$ cat src/rtl/bus_unit.sv
// Bus interface stage: drives the multiplexed address/data pins from the PC or data pointer,
// owns the PC, captures read bytes into IR/operand buffer and synchronises READY/HOLD.
module bus_unit #(
    parameter int unsigned SYNC_STG = 2,
    parameter logic [15:0] PC_RST   = 16'h0000
) (
    input  logic        clk_,
    input  logic        rst_,
    input  logic [11:0] oenb,
    input  logic        pc_ld,
    input  logic [15:0] pc_in,
    input  logic [15:0] dptr,
    input  logic [7:0]  wdata,
    input  logic [7:0]  ad_in,
    output logic [7:0]  ad_out,
    output logic        ad_oe,
    output logic [7:0]  a_hi,
    output logic        a_hi_oe,
    input  logic        ready_pin,
    input  logic        hold_pin,
    output logic [1:0]  ipin,
    output logic        holda,
    output logic [15:0] pc,
    output logic [7:0]  ir,
    output logic        ir_new,
    output logic [15:0] opnd,
    output logic [1:0]  opnd_cnt,
    output logic [7:0]  rdata,
    output logic        rd_strobe
);

    localparam int unsigned OeAddl = 0;
    localparam int unsigned OeAddh = 1;
    localparam int unsigned OeData = 2;
    localparam int unsigned OeRegr = 3;
    localparam int unsigned OeRegw = 4;
    localparam int unsigned OeCwr  = 5;
    localparam int unsigned OeMore = 6;
    localparam int unsigned OeUppc = 7;
    localparam int unsigned OePdat = 8;
    localparam int unsigned OeNext = 9;
    localparam int unsigned OeAle  = 10;
    localparam int unsigned OeRd3  = 11;

    logic [15:0] addr_sel;
    logic [15:0] pc_q, pc_d, addr_q, addr_d, opnd_q, opnd_d;
    logic [7:0]  ir_q, ir_d, wdata_q, wdata_d, rdata_q, rdata_d;
    logic [1:0]  opnd_cnt_q, opnd_cnt_d;
    logic        ir_new_q, ir_new_d, rd_strobe_q, rd_strobe_d, holda_q, holda_d;
    logic        ready_s, hold_s;

    // REGR, MORE and NEXT carry no meaning for this stage.
    logic unused_oenb;
    assign unused_oenb = oenb[OeRegr] ^ oenb[OeMore] ^ oenb[OeNext];

    if (SYNC_STG == 0) begin : g_no_sync
        assign ready_s = ready_pin;
        assign hold_s  = hold_pin;
    end else begin : g_sync
        logic [SYNC_STG-1:0] rdy_sync_q, rdy_sync_d, hld_sync_q, hld_sync_d;

        always_comb begin
            rdy_sync_d    = rdy_sync_q;
            hld_sync_d    = hld_sync_q;
            rdy_sync_d[0] = ready_pin;
            hld_sync_d[0] = hold_pin;
            for (int i = 1; i < SYNC_STG; i++) begin
                rdy_sync_d[i] = rdy_sync_q[i-1];
                hld_sync_d[i] = hld_sync_q[i-1];
            end
        end

        always_ff @(posedge clk_ or posedge rst_) begin
            if (rst_) begin
                rdy_sync_q <= '0;
                hld_sync_q <= '0;
            end else begin
                rdy_sync_q <= rdy_sync_d;
                hld_sync_q <= hld_sync_d;
            end
        end

        assign ready_s = rdy_sync_q[SYNC_STG-1];
        assign hold_s  = hld_sync_q[SYNC_STG-1];
    end

    always_comb begin
        addr_sel = oenb[OePdat] ? dptr : pc_q;
        ad_oe    = oenb[OeAddl] | oenb[OeData];
        a_hi_oe  = oenb[OeAddh];
        if (oenb[OeAle]) begin
            ad_out = addr_sel[7:0];
            a_hi   = addr_sel[15:8];
        end else begin
            ad_out = oenb[OeAddl] ? addr_q[7:0] : wdata_q;
            a_hi   = addr_q[15:8];
        end
    end

    always_comb begin
        addr_d      = addr_q;
        wdata_d     = wdata_q;
        pc_d        = pc_q;
        ir_d        = ir_q;
        opnd_d      = opnd_q;
        opnd_cnt_d  = opnd_cnt_q;
        rdata_d     = rdata_q;
        ir_new_d    = 1'b0;
        rd_strobe_d = 1'b0;
        holda_d     = hold_s & ~oenb[OeAddh];

        if (oenb[OeAle]) begin
            addr_d  = addr_sel;
            wdata_d = wdata;
        end

        if (pc_ld) begin
            pc_d = pc_in;
        end else if (oenb[OeUppc]) begin
            pc_d = pc_q + 16'd1;
        end

        // Opcode capture wins over operand capture if both are strobed.
        if (oenb[OeRd3]) begin
            if (oenb[OeCwr]) begin
                ir_d        = ad_in;
                opnd_d      = '0;
                opnd_cnt_d  = '0;
                ir_new_d    = 1'b1;
                rdata_d     = ad_in;
                rd_strobe_d = 1'b1;
            end else if (oenb[OeRegw]) begin
                if (opnd_cnt_q == 2'd0) begin
                    opnd_d[7:0] = ad_in;
                    opnd_cnt_d  = 2'd1;
                end else begin
                    opnd_d[15:8] = ad_in;
                    opnd_cnt_d   = 2'd2;
                end
                rdata_d     = ad_in;
                rd_strobe_d = 1'b1;
            end
        end
    end

    always_ff @(posedge clk_ or posedge rst_) begin
        if (rst_) begin
            pc_q        <= PC_RST;
            addr_q      <= '0;
            wdata_q     <= '0;
            ir_q        <= '0;
            opnd_q      <= '0;
            opnd_cnt_q  <= '0;
            rdata_q     <= '0;
            ir_new_q    <= 1'b0;
            rd_strobe_q <= 1'b0;
            holda_q     <= 1'b0;
        end else begin
            pc_q        <= pc_d;
            addr_q      <= addr_d;
            wdata_q     <= wdata_d;
            ir_q        <= ir_d;
            opnd_q      <= opnd_d;
            opnd_cnt_q  <= opnd_cnt_d;
            rdata_q     <= rdata_d;
            ir_new_q    <= ir_new_d;
            rd_strobe_q <= rd_strobe_d;
            holda_q     <= holda_d;
        end
    end

    assign ipin      = {hold_s, ready_s};
    assign holda     = holda_q;
    assign pc        = pc_q;
    assign ir        = ir_q;
    assign ir_new    = ir_new_q;
    assign opnd      = opnd_q;
    assign opnd_cnt  = opnd_cnt_q;
    assign rdata     = rdata_q;
    assign rd_strobe = rd_strobe_q;

endmodule

$ cat config.mk
export PLATFORM = sky130hd
export DESIGN_NAME = bus_unit
export DESIGN_NICKNAME = d
export VERILOG_FILES = /design/src/rtl/bus_unit.sv
export SDC_FILE = /design/constraint.sdc
export NUM_CORES = 1
export LEC_CHECK = 0
export CAP_MARGIN = 25
export CORE_MARGIN = 5
export CORE_UTILIZATION = 35
export CTS_CLUSTER_SIZE = 8
export DETAILED_ROUTE_END_ITERATION = 8
export PLACE_DENSITY = 0.68
export SETUP_SLACK_MARGIN = 0.5
export SLEW_MARGIN = 40
export SYNTH_ARGS = -nofsm -noshare
export SYNTH_HDL_FRONTEND = slang
export SYNTH_SLANG_ARGS = --single-unit
$ cat constraint.sdc
create_clock -name clk_ -period 2.9 [get_ports clk_]
set_input_delay 0.58 -clock clk_ [delete_from_list [all_inputs] [get_ports clk_]]
set_output_delay 0.58 -clock clk_ [all_outputs]
set_load 0.005 [all_outputs]
==> results of run 1 <==
## cell families (layout without fill, tap and decap cells)
family | Yosys count | after routing | synth area share (%)
flops | 81 | 81 | 55.6
fa+ha+maj | 1 | 1 | 0.343
simple gates | 77 | 77 | 11.9
mux | 51 | 51 | 15.2
xor+xnor | 14 | 14 | 3.36
compound gates | 62 | 62 | 10.9
buf+inv | 23 | 172 | 2.81
## cell type report
cell class	instances	area [µm²]
Clock buffer	11	151
Clock inverter	4	51.3
Fill cell	913	4730
Inverter	6	26.3
Multi-Input combinational cell	205	1530
Sequential cell	81	2030
Tap cell	136	170
Timing Repair Buffer	151	1550
## critical path, delay by kind of cell
kind	cells	cell delay, ns
buffers and inverters	5	0.89
and+or+nand+nor	1	0.28
## repair_timing
| item | in CTS | in global routing |
|---|---|---|
| gates cloned | 2 | 0 |
| gates resized for setup | 30 | 2 |
| setup buffers | 7 | 0 |
| pin swaps | 1 | 0 |
| endpoints found under the setup margin | 17 | 9 |
| hold buffers | 0 | 0 |
| endpoints found under the hold margin | 0 | 0 |
## where the power goes
group,total [mW],internal (mW),switching [mW]
registers,1.35,1.25,0.0960
logic,0.655,0.407,0.248
clock network,0.837,0.442,0.394
total,2.84,2.10,0.738
## worst paths after layout
| path | startpoint | end | slack (ns) | cells past startpoint |
|---|---|---|---|---|
| min in group asynchronous | rst_ | opnd[7] | 0.57 | 2 |
| setup reg to reg | pc[0] | pc[10] | 1.29 | 5 |
| hold reg to reg | g_sync.hld_sync_q[0] | g_sync.hld_sync_q[1] | 0.35 | 0 |
| max in group asynchronous | rst_ | g_sync.hld_sync_q[0] | 1.62 | 4 |
| setup / recovery | oenb[0] | ad_oe | 0.57 | 6 |
| hold / removal | g_sync.hld_sync_q[0] | g_sync.hld_sync_q[1] | 0.35 | 0 |
## cell usage after synthesis (4+ instances only)
master,instances,area share (%)
dfrtp_1,81,56
nand2_1,36,3.7
mux2_2,34,10
o21a_1,19,3.9
o21ai_0,19,2.6
mux2i_1,17,4.7
clkbuf_1,10,1.0
nor2_1,10,1.0
xnor2_1,9,2.2
a21oi_1,8,1.1
a22o_1,8,1.9
nand2b_1,8,1.4
inv_1,6,0.62
o21ai_1,5,0.69
xor2_1,5,1.2
buf_2,4,0.55
nor3_1,4,0.55
## metrics by stage
| step | util [%] | setup slack [ns] |
|---|---|---|
| CTS | 53.6 | 0.501 |
| global placement | 50.6 | 0.0944 |
| floorplan | - | 0.927 |
| finish | 53.8 | 0.574 |
| global route | 53.8 | 0.532 |
| detailed placement | 50.6 | 0.0825 |
## metal layers
layer,part of all wire [%],vias up
met2,50,63
li1,-,1364
met4,2.6,0
met1,44,1378
met5,0,-
met3,3.6,14
## flip-flops by register name, indices dropped and copies added, names as in the netlist, 2 cells and up
register	cells
addr_q	16
g_sync.hld_sync_q	2
g_sync.rdy_sync_q	2
ir	8
opnd	16
opnd_cnt	2
pc	16
rdata	8
wdata_q	8
==> impl_metrics.ini, run 1 <==
[floorplanning]
die_y_um = 112
core-area_um2 = 10200
dieArea_um2 = 12600
num_io_pins = 138
rows = 37
fp.dieW_um = 112
initial_core_util_pct = 35.7

[flow_run]
max-cap-violations = 0

[placement]
gp_congestion = 0.823
hpwl_um = 7360
place_inst = 569
port_buffers = 134
place_area_um2 = 5170

[clock_network]
numCtsBuffers = 9
cts.reportedPaths.clkPinSlew_ns = 0.08
clock_sinks = 81
cts-root-buf = clkbuf_8
tritoncts = built
clock_latency_ns = 0.34
h-tree-depth = 3
clockBufferDepth = 2

[setup_path]
cp_max_fo = 6
cp.arrival_ns = 1.75
worst_setup_path_end_kind = output port
crit_path_max_incr_delay_ns = 0.28
cpMaxStageDelayCell = or2_2
path_class = in -> out
worstPathRequired_ns = 2.32
startpoint_type = primary input
crit_chain = dlygate4sd2_1, buf_6, buf_4, buf_4, or2_2, dlygate4sd2_1

[worst_hold_path]
hp-class = reg -> reg

[grt]
grt-busiest-layer = met2
grt_overflow = 0
grt_util_all_layers_pct = 15.9
antenna_found_initial = 0
grt_use_met3_pct = 2.80
met1_usage_pct = 20.7
grt_pass1_wl_um = 15900
met2_usage_pct = 25.9
grt_max_degree = 40
grt_pass1_vias = 2958

[routing]
drt_iter0_markers = 73
viasPerCell = 4.75
drtAntennaViolNets = 0
via_count = 2819
drcViolationCount = 0
routed_wl_um = 9910
wl_per_cell_um = 16.7
firstDrtPassIters = 4

[synth]
synth-seq-cells = 81
synth_ff_type = dfrtp_1
synth_cell_types = 34
netlist_instances = 309
ys_async_sr_fraction_pct = 100
syn_nets = 375
ys_warn_count = 0
synth-edff-count = 0
synth_area_um2 = 3650
seq_area_frac_synth_pct = 55.6
syn-mean-instance-area_um2 = 11.8

[power]
p_per_area_nw_per_um2 = 516
leakagePower_nw = 2.30
ir_drop_v = 0.000238
power.total_mw = 2.84

[timing]
clock_skew_ns = 0.0120
timing.setup.tns_ns = 0
setup_viol = 0
finalMaxSlewViolations = 0
min_period_ns = 2.33
tightestPinTransition_ns = 0.665
hold_viol = 0
period_share_pct = 80.2
hold_ws_ns = 0.348
fmax_mhz = 430
grt_setup_unrepaired = no
slew_headroom_pct = 55.4

[run_status]
status = finished, final reports clean

[layout]
stdcell_area_um2 = 5500
final_common_cell = clkdlybuf4s50_1
drive_above_1_share_pct = 17.5
final_cell_mix = 114 x clkdlybuf4s50_1, 81 x dfrtp_1, 36 x nand2_1, 34 x mux2_2
instances_no_fill = 594
diodes = 0
syn_to_final_growth_pct = 50.8
nNetsFinal = 520
Note: power is estimated with default switching activity, not from simulation.
==> run 2, diff against run 1 <==
Settings changed: PLACE_DENSITY 0.68 to 0.7.
Clock period 2.9 ns to 2 ns, I/O delays scaled along.
==> impl_metrics.ini, run 2 (same netlist as run 1, synthesis figures left out) <==
[setup_path]
crit_family = buffers and inverters
crit_chain = mux2i_1, nand2_1, buf_6, buf_6, buf_6, buf_6, buf_6, buf_6, buf_6, buf_6, buf_6, o21a_1
worst_setup_path_end_kind = register
cp.arrival_ns = 2.07
startpoint_type = register
cp_max_fo = 2
worstPathRequired_ns = 2.25
cp_common_cell = buf_6
cp_num_buf_inv = 9
crit_path_max_incr_delay_ns = 0.41
path_class = reg -> reg
cpMaxStageDelayCell = dfrtp_2

[routing]
firstDrtPassIters = 4
drcViolationCount = 0
wl_per_cell_um = 18.0
viasPerCell = 4.88
via_count = 3293
drt_iter0_markers = 86
routed_wl_um = 12100
drtAntennaViolNets = 0

[layout]
final_cell_mix = 74 x dfrtp_1, 65 x buf_4, 52 x dlygate4sd2_1, 47 x clkdlybuf4s50_1, 36 x nand2_1
drive_above_1_share_pct = 39.5
nNetsFinal = 598
final_core_util_pct = 60.9
syn_to_final_growth_pct = 70.9
final_common_cell = dfrtp_1

[timing]
fmax_mhz = 551
slew_headroom_pct = 65.9
min_period_ns = 1.82
period_share_pct = 90.8
setup_slack_ns = 0.184
timing.setup.tns_ns = 0
hold_viol = 0
finalMaxSlewViolations = 0
setup_viol = 0
hold_ws_ns = 0.352
clock_skew_ns = 0.0123
tightestPinTransition_ns = 0.510
grt_setup_unrepaired = yes

[grt]
grt_util_all_layers_pct = 18.9
grt_max_degree = 82
grt_overflow = 0
grt_pass1_wl_um = 18700
grt_pass1_vias = 3567
antenna_found_initial = 2

[worst_hold_path]
hp-class = reg -> reg

[floorplanning]
num_io_pins = 138
die_y_um = 112
rows = 37
initial_core_util_pct = 35.7
core-area_um2 = 10200
fp.dieW_um = 112
dieArea_um2 = 12600

[clock_network]
h-tree-depth = 3
tritoncts = built
clockBufferDepth = 2
cts-root-buf = clkbuf_8
cts.reportedPaths.clkPinSlew_ns = 0.08
clock_sinks = 81
numCtsBuffers = 9
clock_latency_ns = 0.36

[run_status]
status = finished, final reports clean

[placement]
gp_congestion = 0.792
hpwl_um = 7660
port_buffers = 134
pre_cts_ws_ns = -0.501

[power]
leakagePower_nw = 2.95
p_per_area_nw_per_um2 = 725
ir_drop_v = 0.000484
power.total_mw = 4.52

[flow_run]
max-cap-violations = 0
[run 2: cell types whose count changed in the layout (fill, tap and decap cells not counted), moves of 21 or more]
cell,previous run,this run
buf_2,0,21
clkdlybuf4s50_1,114,47
dlygate4sd2_1,14,52
buf_6,1,29
buf_4,10,65
[run 2: repair_timing]
item / in CTS / in global routing
pin swaps: 20 / 22
gates cloned: 2 / 0
setup buffers: 51 / 12
setup endpoints to repair: 95 / 57
gates resized for setup: 227 / 34
hold buffers: 0 / 0
[run 2: final cells by class]
class                   instances  area (µm²)
diodes                          2        5.00
multi-input cells             205        1700
well taps                     136         170
clock inverters                 5        77.6
flip-flops and latches         81        2040
clock buffers                  11         151
repair buffers                229        2070
fillers                       888        4000
inverters                       6        26.3
[run 2: per-stage QoR]
stage	cells	cell area [µm²]
4_1_cts	661	6040
6_report	675	6230
3_3_place_gp	592	5360
2_1_floorplan	309	3660
5_1_grt	675	6230
3_5_place_dp	592	5360
[run 2: metal layers]
layer	routed length, µm	share of wire, %	up-vias	global-route usage, %
met5	0	0	-	0
met1	4750	39	1633	21.5
met4	464	3.8	0	8.81
li1	-	-	1521	-
met3	548	4.5	32	4.15
met2	6360	52	107	33.6
[run 2: worst paths after layout]
kind	from	endpoint	slack (ns)	cells past startpoint
worst max-delay path	pc[3]	addr_q[3]	0.18	12
worst min-delay path	g_sync.rdy_sync_q[0]	g_sync.rdy_sync_q[1]	0.35	0
worst min register to register	g_sync.rdy_sync_q[0]	g_sync.rdy_sync_q[1]	0.35	0
min in group asynchronous	rst_	rdata[4]	0.53	3
max in group asynchronous	rst_	pc[1]	1.12	3
worst max register to register	pc[3]	addr_q[3]	0.18	12
[run 2: report_power, final]
part           total [mW]  switching, mW  internal [mW]
combinational        1.22          0.502          0.717
sequential           1.93          0.113           1.82
clock                1.37          0.602          0.767
==> run 3, diff against run 2 <==
Settings changed: CAP_MARGIN 25 to 15, CORE_MARGIN 5 to 8, CTS_CLUSTER_SIZE 8 to 25.
==> impl_metrics.ini, run 3 (same netlist as run 1, synthesis figures left out) <==
[layout]
drive_above_1_share_pct = 38.6
diodes = 0
final_cell_mix = 72 x dfrtp_1, 60 x dlygate4sd2_1, 58 x buf_4, 45 x clkdlybuf4s50_1, 34 x nand2_1
n_fill_cell = 849
syn_to_final_growth_pct = 70.0
instances_no_fill = 672
seqCellArea_um2 = 2040
final_common_cell = dfrtp_1
multiInputGateArea_um2 = 1650
nNetsFinal = 597
final_core_util_pct = 60.6

[power]
leakagePower_nw = 2.90
switching_power_mw = 1.22
internal-power_mw = 3.29
power.total_mw = 4.51
p_sw_share_pct = 27.0
ir_drop_v = 0.000386
pwr-share-comb_pct = 26.1
seq_power_share_pct = 42.8
clockPowerShare_pct = 31.0
p_per_area_nw_per_um2 = 726

[worst_hold_path]
min_path_cells = 0
hp-class = reg -> reg
hold_end = g_sync.hld_sync_q[1]
worstHoldStart = g_sync.hld_sync_q[0]

[setup_path]
reg2regPathDepth = 12
cp.arrival_ns = 2.09
worst_setup_path_end_kind = register
rrSetupSlack_ns = 0.14
r2r-end = addr_q[7]
startpoint_type = register
r2r_start = pc[7]
path_class = reg -> reg
worstPathRequired_ns = 2.23
cp_max_fo = 2

[floorplanning]
die_y_um = 118
dieArea_um2 = 13900
fp.dieW_um = 118
num_io_pins = 138
rows = 37
initial_core_util_pct = 35.7
core-area_um2 = 10200

[routing]
via_count = 3200
drt_iter0_markers = 93
drcViolationCount = 0
drtAntennaViolNets = 0
viasPerCell = 4.76
firstDrtPassIters = 4
routed_wl_um = 12200
wl_per_cell_um = 18.2

[clock_network]
clock_latency_ns = 0.35
cts.reportedPaths.clkPinSlew_ns = 0.08
numCtsBuffers = 9
clockBufferDepth = 2
holdBufCountCts = 0
clock_sinks = 81
cts-root-buf = clkbuf_8
tritoncts = built
h-tree-depth = 3

[grt]
grt_pass1_vias = 3459
grt_util_all_layers_pct = 17.0
grt_pass1_wl_um = 18800
grt_overflow = 0
grt_max_degree = 25
antenna_found_initial = 0

[timing]
grt_setup_unrepaired = yes
fmax_mhz = 537
setup_viol = 0
timing.setup.tns_ns = 0
clock_skew_ns = 0.0139
min_period_ns = 1.86
finalMaxSlewViolations = 0
tightestPinTransition_ns = 0.512
period_share_pct = 93.1
hold_viol = 0
slew_headroom_pct = 65.8

[placement]
place_inst = 595
gp_congestion = 0.796
hpwl_um = 8370
port_buffers = 134

[flow_run]
max-cap-violations = 0

[run_status]
status = finished, final reports clean
-- run 3: cell count changes in the layout (fill, tap and decap cells not counted), moves of 5 or more --
cell / change
buf_4: -7
mux2_4: -5
dlygate4sd2_1: +8
mux2_2: +5
-- run 3: cell type report --
type | count | share of cell area, %
well taps | 136 | 2.74
inverters | 6 | 0.484
clock buffers | 11 | 2.44
multi-input cells | 205 | 26.6
repair buffers | 228 | 33.5
clock inverters | 5 | 1.39
flip-flops and latches | 81 | 32.9
-- run 3: timing repair --
action,4_1_cts,5_1_grt
cloned,2,0
hold endpoints to repair,0,0
setup buffers,46,13
setup endpoints to repair,92,47
pin swaps,22,20
gates resized for setup,209,38
-- run 3: power by group through the flow --
stage          Clock, mW  Combinational [mW]  Sequential [mW]
3_3_place_gp           0                1.01             1.97
4_1_cts             1.43                1.11             1.93
3_5_place_dp           0                1.04             1.98
2_1_floorplan          0               0.373             1.97
6_report            1.40                1.18             1.93
5_1_grt             1.52                1.27             1.95
-- run 3: stage by stage --
stage	hold slack [ns]	cell area (µm²)	worst slack [ns]
after floorplan	0.331	3660	0.502
after global placement	0.334	5390	-0.453
after detailed placement	0.348	5390	-0.523
after CTS	0.356	6010	0.206
after global routing	0.375	6200	0.0798
final	0.353	6200	0.137
-- run 3: metal layers --
layer / wire [µm] / GRT usage, % / vias up
li1: - / - / 1527
met1: 4870 / 19.0 / 1556
met2: 6480 / 30.4 / 88
met3: 431 / 3.21 / 29
met4: 431 / 8.41 / 0
met5: 0 / 0 / -
-- run 3: worst max path at each step --
| stage | start | endpoint |
|---|---|---|
| 4_1_cts | pc[7] | addr_q[7] |
| 2_1_floorplan | oenb[7] | pc[11] |
| 5_1_grt | pc[7] | addr_q[7] |
| 6_report | pc[7] | addr_q[7] |
| 3_5_place_dp | oenb[0] | ad_out[3] |
| 3_3_place_gp | oenb[0] | ad_out[5] |
-- run 3: critical path, stage by stage (launching register included) --
cell	delay, ns
dfrtp_1	0.40
mux2i_2	0.20
nand2_2	0.11
buf_6	0.12
buf_6	0.10
buf_6	0.10
buf_6	0.10
buf_6	0.10
buf_6	0.10
buf_6	0.10
buf_6	0.10
buf_6	0.10
o21a_1	0.10
